`config.mk`:
```
export PLATFORM = sky130hd
export DESIGN_NAME = score_glyph_reader
export DESIGN_NICKNAME = d
export VERILOG_FILES = /design/src/rtl/score_pkg.sv /design/src/rtl/frame_edge_sync.sv /design/src/rtl/score_glyph_reader.sv
export SDC_FILE = /design/constraint.sdc
export NUM_CORES = 1
export LEC_CHECK = 0
export CAP_MARGIN = 5
export CORE_MARGIN = 3
export CORE_UTILIZATION = 51
export CTS_CLUSTER_DIAMETER = 40
export DETAILED_ROUTE_END_ITERATION = 10
export GPL_TIMING_DRIVEN = 1
export PLACE_DENSITY = 0.81
export SETUP_SLACK_MARGIN = 0.2
export SLEW_MARGIN = 20
export SYNTH_ARGS = -nofsm -noshare
export SYNTH_HDL_FRONTEND = slang
export SYNTH_HIERARCHICAL = 1
export SYNTH_SLANG_ARGS = --single-unit
```
`constraint.sdc`:
```
create_clock -name Clk -period 4.03 [get_ports Clk]
set_clock_uncertainty 0.15 [all_clocks]
set_input_delay 0.6045 -clock Clk [delete_from_list [all_inputs] [get_ports Clk]]
set_output_delay 0.6045 -clock Clk [all_outputs]
set_load 0.01 [all_outputs]
```
`src/rtl/score_pkg.sv`:
```
// Shared glyph geometry for the score-digit encoders and readers.
// Bit index of a glyph cell is row*GLYPH_W + col, row 0 at the top.
package score_pkg;
  localparam int GLYPH_W    = 14;
  localparam int GLYPH_H    = 25;
  localparam int GLYPH_BITS = GLYPH_W * GLYPH_H;

  typedef enum logic {WAIT_FRAME = 1'b0, ACTIVE = 1'b1} rd_state_e;

  // row*14 without a multiplier: row*16 - row*2
  function automatic logic [8:0] glyph_idx(input logic [4:0] row, input logic [3:0] col);
    logic [8:0] r;
    r = {4'b0, row};
    return (r << 4) - (r << 1) + {5'b0, col};
  endfunction
endpackage

```
`src/rtl/frame_edge_sync.sv`:
```
// Brings an asynchronous frame strobe into the pixel clock domain and
// emits a single-cycle pulse on each rising edge.
module frame_edge_sync (
  input  logic clk_i,
  input  logic rst_ni,
  input  logic async_i,
  output logic rise_o
);
  logic [2:0] sync_q;

  always_ff @(posedge clk_i) begin
    if (!rst_ni) sync_q <= '0;
    else         sync_q <= {sync_q[1:0], async_i};
  end

  assign rise_o = sync_q[1] & ~sync_q[2];
endmodule

```
`src/rtl/score_glyph_reader.sv`:
```
// Per-digit glyph reader: snapshots the encoder bitmap once per frame and
// answers "is this scan pixel glyph foreground" with a fixed 2-cycle latency.
module score_glyph_reader
  import score_pkg::*;
#(
  parameter logic [9:0] ORIGIN_X    = 10'd0,
  parameter logic [9:0] ORIGIN_Y    = 10'd0,
  parameter int         SCALE_SHIFT = 0
) (
  input  logic                  Clk,
  input  logic                  Reset,
  input  logic                  frame_clk,
  input  logic [GLYPH_BITS-1:0] glyph_bits,
  input  logic [9:0]            DrawX,
  input  logic [9:0]            DrawY,
  input  logic                  draw_valid,
  output logic                  pixel_on,
  output logic                  pixel_valid,
  output logic [7:0]            snap_count
);
  localparam logic signed [10:0] WIN_W = 11'(GLYPH_W << SCALE_SHIFT);
  localparam logic signed [10:0] WIN_H = 11'(GLYPH_H << SCALE_SHIFT);

  logic                  frame_rise;
  rd_state_e             state_q;
  logic [GLYPH_BITS-1:0] snap_q;
  logic [7:0]            snap_cnt_q;

  frame_edge_sync u_sync (
    .clk_i  (Clk),
    .rst_ni (Reset),
    .async_i(frame_clk),
    .rise_o (frame_rise)
  );

  // Snapshot is only ever loaded on a frame edge, so a frame never tears.
  always_ff @(posedge Clk) begin
    if (!Reset) begin
      state_q    <= WAIT_FRAME;
      snap_q     <= '0;
      snap_cnt_q <= '0;
    end else begin
      if (frame_rise) begin
        snap_q     <= glyph_bits;
        snap_cnt_q <= snap_cnt_q + 8'd1;
      end
      case (state_q)
        WAIT_FRAME: if (frame_rise) state_q <= ACTIVE;
        ACTIVE:     state_q <= ACTIVE;
        default:    state_q <= WAIT_FRAME;
      endcase
    end
  end

  // Stage 1: window test and cell coordinates
  logic signed [10:0] dx, dy;
  logic               in_win_d;
  logic [3:0]         col_d;
  logic [4:0]         row_d;

  always_comb begin
    dx       = $signed({1'b0, DrawX}) - $signed({1'b0, ORIGIN_X});
    dy       = $signed({1'b0, DrawY}) - $signed({1'b0, ORIGIN_Y});
    in_win_d = !dx[10] && (dx < WIN_W) && !dy[10] && (dy < WIN_H);
    // Out-of-window coordinates collapse to cell 0 so the lookup stays in range.
    col_d    = in_win_d ? 4'(unsigned'(dx) >> SCALE_SHIFT) : 4'd0;
    row_d    = in_win_d ? 5'(unsigned'(dy) >> SCALE_SHIFT) : 5'd0;
  end

  logic [1:0] vld_pipe_q;
  logic       in_win_q;
  logic [3:0] col_q;
  logic [4:0] row_q;
  logic       pixel_on_q;

  // Stage 2: bitmap lookup
  logic [8:0] idx;
  logic       hit;

  always_comb begin
    idx = glyph_idx(row_q, col_q);
    hit = (idx < 9'(GLYPH_BITS)) ? snap_q[idx] : 1'b0;
  end

  always_ff @(posedge Clk) begin
    if (!Reset) begin
      vld_pipe_q <= '0;
      in_win_q   <= 1'b0;
      col_q      <= '0;
      row_q      <= '0;
      pixel_on_q <= 1'b0;
    end else begin
      vld_pipe_q <= {vld_pipe_q[0], draw_valid};
      in_win_q   <= in_win_d;
      col_q      <= col_d;
      row_q      <= row_d;
      pixel_on_q <= vld_pipe_q[0] & in_win_q & (state_q == ACTIVE) & hit;
    end
  end

  assign pixel_on    = pixel_on_q;
  assign pixel_valid = vld_pipe_q[1];
  assign snap_count  = snap_cnt_q;
endmodule

```
Word level (Yosys, flattened, before mapping)
Index checks and enable logic that the tools add are counted.
Word-level totals
  register bits: 375
  input port bits: 374
Operators by class
  mux-type cells: 5
  reduce and logical (&&, ||, !) cells: 2
  add/sub/neg operators: 3
  bitwise operators: 6
  $lt $le $gt $ge: 4
Operators by type and width (number)
  10-bit by 4-bit < comparator with 1-bit output (second input constant): 1
  10-bit by 5-bit < comparator with 1-bit output (second input constant): 1
  9-bit by 10-bit < comparator with 1-bit output (second input constant): 1
  9-bit by 4-bit adder with 9-bit output: 1
  1-bit binary-select mux with 9-bit select: 1
  9-bit < comparator (second input constant): 1
  9-bit by 6-bit subtractor with 9-bit output: 1
  8-bit by 1-bit adder with 8-bit output (second input constant): 1
  1-bit AND: 4
  1-bit two-way mux: 3
  1-bit NOT: 2
  1-bit one-hot mux with 2 select lines: 1
  2-bit AND reduction: 1
  1-bit logical AND: 1

Logic depth before layout (Yosys ltp)
  word-level depth: 6
  gate-level depth with buffers: 13
  depth with buffers taken out: 10

By module
The synthesis kept the hierarchy.
By module, submodules not included
  score_glyph_reader: area an instance 17110.2 sq um, instances 1, sequential area each 7447.1 sq um, cells an instance 1458
  frame_edge_sync: area an instance 92.6 sq um, instances 1, sequential area each 60.1 sq um, cells an instance 7

Worst setup path before layout
OpenSTA, ideal clock, no wires.
  path kind: register -> register
  from: register col_q[1]
  to: register pixel_on_q, in the netlist pixel_on
  required time: 3.763 ns
  stages on the path, launching flop included: 11
  buffers on the path: 3
  arrival time: 2.743 ns
  setup time: 0.117 ns
  path slack: 1.020 ns
  cell sequence: dfxtp_1 -> inv_1 -> ha_1 -> buf_2 -> buf_2 -> buf_1 -> mux4_2 -> mux4_2 -> a2111oi_0 -> a311oi_1 -> a32o_1
On the way
  cells in the longest elaborated chain, start to end: 5
  elaborated cells on any way between the ends: 6
  those cells by class: add/sub (1); order compare (1); mux (3); bitwise (1)
Ends and longest elaborated chain
  from (decl): RTL line score_glyph_reader.sv:72  | logic [3:0] col_q;
  from (signal assigned): RTL line score_glyph_reader.sv:95  | col_q <= col_d;
  9-bit by 4-bit adder with 9-bit output (*): RTL line score_pkg.sv:14  | return (r << 4) - (r << 1) + {5'b0, col};
  1-bit binary-select mux with 9-bit select: RTL line score_glyph_reader.sv:82  | hit = (idx < 9'(GLYPH_BITS)) ? snap_q[idx] : 1'b0;
  1-bit two-way mux (not written as such): RTL line score_glyph_reader.sv:82
  1-bit two-way mux (*): RTL line score_glyph_reader.sv:82
  1-bit AND (*): RTL line score_glyph_reader.sv:97  | pixel_on_q <= vld_pipe_q[0] & in_win_q & (state_q == ACTIVE) & hit;
  to (signal assigned): RTL line score_glyph_reader.sv:97
  to (decl): RTL line score_glyph_reader.sv:74  | logic pixel_on_q;
Every way passes the cells marked *; elsewhere a longest branch is shown, timed or not. The select of a mux whose other input is x is not followed.
A chain may end at the register's enable or synchronous reset.

Worst setup path after layout
  from: register row_q[1]
  to: register pixel_on_q, in the netlist pixel_on
On the way
  cells in the longest elaborated chain, start to end: 6
  elaborated cells on any way between the ends: 7
  those cells by class: add/sub (2); order compare (1); mux (3); bitwise (1)
Ends and longest elaborated chain
  from (decl): RTL line score_glyph_reader.sv:73  | logic [4:0] row_q;
  from (signal assigned): RTL line score_glyph_reader.sv:96  | row_q <= row_d;
  9-bit by 6-bit subtractor with 9-bit output (*): RTL line score_pkg.sv:14
  9-bit by 4-bit adder with 9-bit output (*): RTL line score_pkg.sv:14
  1-bit binary-select mux with 9-bit select: RTL line score_glyph_reader.sv:82
  1-bit two-way mux (not written as such): RTL line score_glyph_reader.sv:82
  1-bit two-way mux (*): RTL line score_glyph_reader.sv:82
  1-bit AND (*): RTL line score_glyph_reader.sv:97
Marks and branches as above.

==> summary.md <==
| Metric | Value |
|---|---|
| Die H | approximately 190 um |
| MaxCap Viol Count | 0 |
| GRT Overall Usage | 25.1% |
| Die area | roughly 36,000 um^2 |
| F_max | ~280 MHz |
| Most instantiated library cell after synthesis | dfxtp_1 |
| Remaining DRCs | 0 |
| Synth area leader | dfxtp_1 |
| Required time of the worst setup path | 4.32 ns |
| Comb pwr share | 9.4% |
| Proportion of power drawn by flip-flops and latches | between 40 and 50% |
| Switching part of the total | 22.7% |
| Yosys top cell area share | 43.6% |
| Primary FF master, synth | dfxtp_1 |
| Least-Margin Pin Slew | between 0.8 and 0.9 ns |
| NetSw | 0.00210 W |
| Final number of max-transition violations | 0 |
| Final count of hold timing violations | 0 |
| Vias/cell | around 5.3 |
| Crit. End Element | register |
| Cts bufs inserted | 50 |
| CP cell instances | inv_1 -> ha_1 -> and2b_1 -> o22ai_2 -> xnor2_4 -> buf_4 -> mux2i_1 -> nand2_1 -> a311oi_1 -> o21ai_0 -> a32o_1 |
| GPL Wtd Cong | 0.824 |
| WL/cell | 20.2 um |
| IO Count | approximately 380 |
| Syn Inst Count | approximately 1,500 |
| CP top delay family | compound AO/OA/AOI/OAI gates |
| Core ar. | 32,900 um^2 |
| Slowest CP cell | ha_1 |
| Status | finished clean |
| TNS Setup | 0 ns |
| Antenna violations before repair | 11 |
| Hold/Removal Path Class | register to register |
| Hpwl dp | 32,900 um |
| Lkg Pwr | 7.82 nW |
| Synth Area per Inst | 11.7 um^2 |
| Area grow syn2layout | 34.7% |
| Bufs on Longest Clock Path | 3 |
| Via count | between 10,000 and 15,000 |
| Hold buffer count at CTS | 0 |
| Most frequent cells after synthesis | dfxtp_1 (375), mux2i_1 (362), nor2b_1 (355) |
| WP buf/inv | 2 |
| Largest cells by area after synthesis | dfxtp_1 (44%), mux2i_1 (21%), mux4_2 (13%) |
| Count of state elements after synthesis | 375 |
| Period utilization | 88.0% |
| Adder-Cell Fraction of Synth Area | 0.509% |
| Final Setup Violations | 0 |
| Share of cells above drive strength 1 | between 10% and 20% |
| Simple-gate share of the synthesized area | 15.5% |
| Mapped cell area | 17,200 um^2 |
| Critical path arrival | approximately 3.8 ns |
| Largest family of logic cells by synthesized area | multiplexers |
| Post-synthesis sequential area ratio | roughly 44% |
| Vias in the first global route | 12,800 |
| Port buffer count | 383 |
| Synth cell types | 54 |
| PostCTS Resize Cnt | 0 |
| XOR/XNOR share of the synthesized area | 0.749% |
| Worst setup SP type | register |
| Worst path max stage delay | between 0.4 and 0.5 ns |
| Final wirelength | 46,500 um |
| Remaining antenna violation count after routing | 0 |
| Pwr per Cell Area | 400 nW/um^2 |
| CTS tree | built |
| Async S/R FF share, synth | 0% |
| VDD IR max | 0.346 mV |
| Starting DRT DRC Count | just over 700 |
| Setup CP Type | register to register |
| Placement row count | 66 |
| EDFF count, synth | 0 |
| Synth Area in Compound Gates | 2.43% |
| Worst skew pair latency | 0.56 ns |
| Internal power | 0.00717 W |
| Mux contribution to synthesized area | 34.2% |
| Largest net degree at the start of global routing | between 100 and 150 |
| Nets | 2,196 |
| Worst slew margin | between 40% and 50% |
| Yosys synthesis warning count | 6 |
| Final Critical Period | 3.55 ns |
| Clock Pin Slew Worst Setup and Hold Paths | approximately 0.060 ns |
| Post-Synthesis Net Count | 1,846 |
| 1st-pass router iterations | 4 |
| Final Core Density | 70.5% |
| Worst-path maximum fanout | 14 |
| First-pass GRT wire length | 71,100 um |
| Clk sink count | 375 |
| Die width | 190 um |
| GRT overflow | 0 |
| RSZ-0062 raised after global routing | false |
| CTS H-Tree Depth | 2 |
| Starting Density | 52.3% |
| Final-layout fill cell count | 2,413 |
| Root Buffer | clkbuf_16 |
| Part of the power in the clock network | 48.6% |
layer usage:
| layer | vias to the layer above | GRT usage [%] | routed length, um |
|---|---|---|---|
| met5 | - | 0 | 50 |
| met1 | 5818 | 32.5 | 19600 |
| met3 | 94 | 4.59 | 2700 |
| li1 | 5905 | - | - |
| met2 | 383 | 42.8 | 22900 |
| met4 | 8 | 8.05 | 1250 |
cell type report:
| type | count | area [um^2] | share of cell area [%] |
|---|---|---|---|
| Timing Repair Buffer | 406 | 4100 | 17.7 |
| Clock inverter | 32 | 362 | 1.56 |
| Antenna cell | 7 | 17.5 | 0.0756 |
| Inverter | 7 | 26.3 | 0.113 |
| Multi-Input combinational cell | 975 | 9240 | 39.9 |
| Clock buffer | 62 | 1370 | 5.90 |
| Sequential cell | 375 | 7510 | 32.4 |
| Tap cell | 442 | 553 | 2.39 |
placed cells by master, fill, tap and decap left out, types with 8 or more instances in the layout:
cell	count
nand2_1	21
and2_1	26
clkbuf_16	50
nor2b_1	355
a211oi_1	10
xnor2_1	8
dfxtp_1	374
buf_4	16
mux2i_1	362
mux4_2	99
clkdlybuf4s50_1	382
nor2_1	9
clkinvlp_4	8
logic make-up after synthesis:
group	after synthesis
flops	375
xor+xnor	13
compound gates	54
fa+ha+maj	7
buf+inv	116
mux	463
simple gates	437
power by group through the flow:
stage	Sequential [W]	Clock (W)	Combinational (W)
final	0.00390	0.00450	0.000871
after floorplan	0.00395	0	0.000399
after global routing	0.00391	0.00472	0.000931
after global placement	0.00397	0	0.000856
after detailed placement	0.00397	0	0.000866
after CTS	0.00390	0.00457	0.000873
state kept, by name, summed over array words and instances, names as in the netlist:
| signal | count |
|---|---|
| pixel_on | 1 |
| snap_count | 8 |
| snap_q | 350 |
| col_q | 4 |
| u_sync/sync_q | 3 |
| in_win_q | 1 |
| row_q | 5 |
| vld_pipe_q | 2 |
| state_q | 1 |
final timing paths:
kind | start | endpoint | slack (ns) | cells past startpoint
worst max-delay path | row_q[1] | pixel_on | 0.48 | 11
worst min register to register | u_sync/sync_q[0] | u_sync/sync_q[1] | 0.29 | 1
worst max register to register | row_q[1] | pixel_on | 0.48 | 11
worst min-delay path | u_sync/sync_q[0] | u_sync/sync_q[1] | 0.29 | 1
repair_timing:
item,4_1_cts,5_1_grt
setup endpoints to repair,1,1
gates cloned,1,0
buffers inserted,0,2
pin swaps,1,1
worst register-to-register path, cell delays in order, from the launching register on:
cell	delay, ns
dfxtp_1	0.33
inv_1	0.05
ha_1	0.47
and2b_1	0.30
o22ai_2	0.34
xnor2_4	0.21
buf_4	0.35
mux2i_1	0.26
nand2_1	0.08
a311oi_1	0.40
o21ai_0	0.22
a32o_1	0.29
stage by stage:
step / power, W / worst slack, ns / cells / instance area (um^2) / hold slack (ns)
after global placement: 0.00483 / 0.151 / 2202 / 21400 / 0.269
after detailed placement: 0.00484 / 0.0634 / 2202 / 21400 / 0.275
after CTS: 0.00933 / 0.241 / 2297 / 23100 / 0.291
after floorplan: 0.00435 / 1.02 / 1465 / 17200 / 0.262
after global routing: 0.00956 / 0.324 / 2306 / 23200 / 0.318
final: 0.00927 / 0.482 / 2306 / 23200 / 0.287
(Power assumes the default switching activity.)
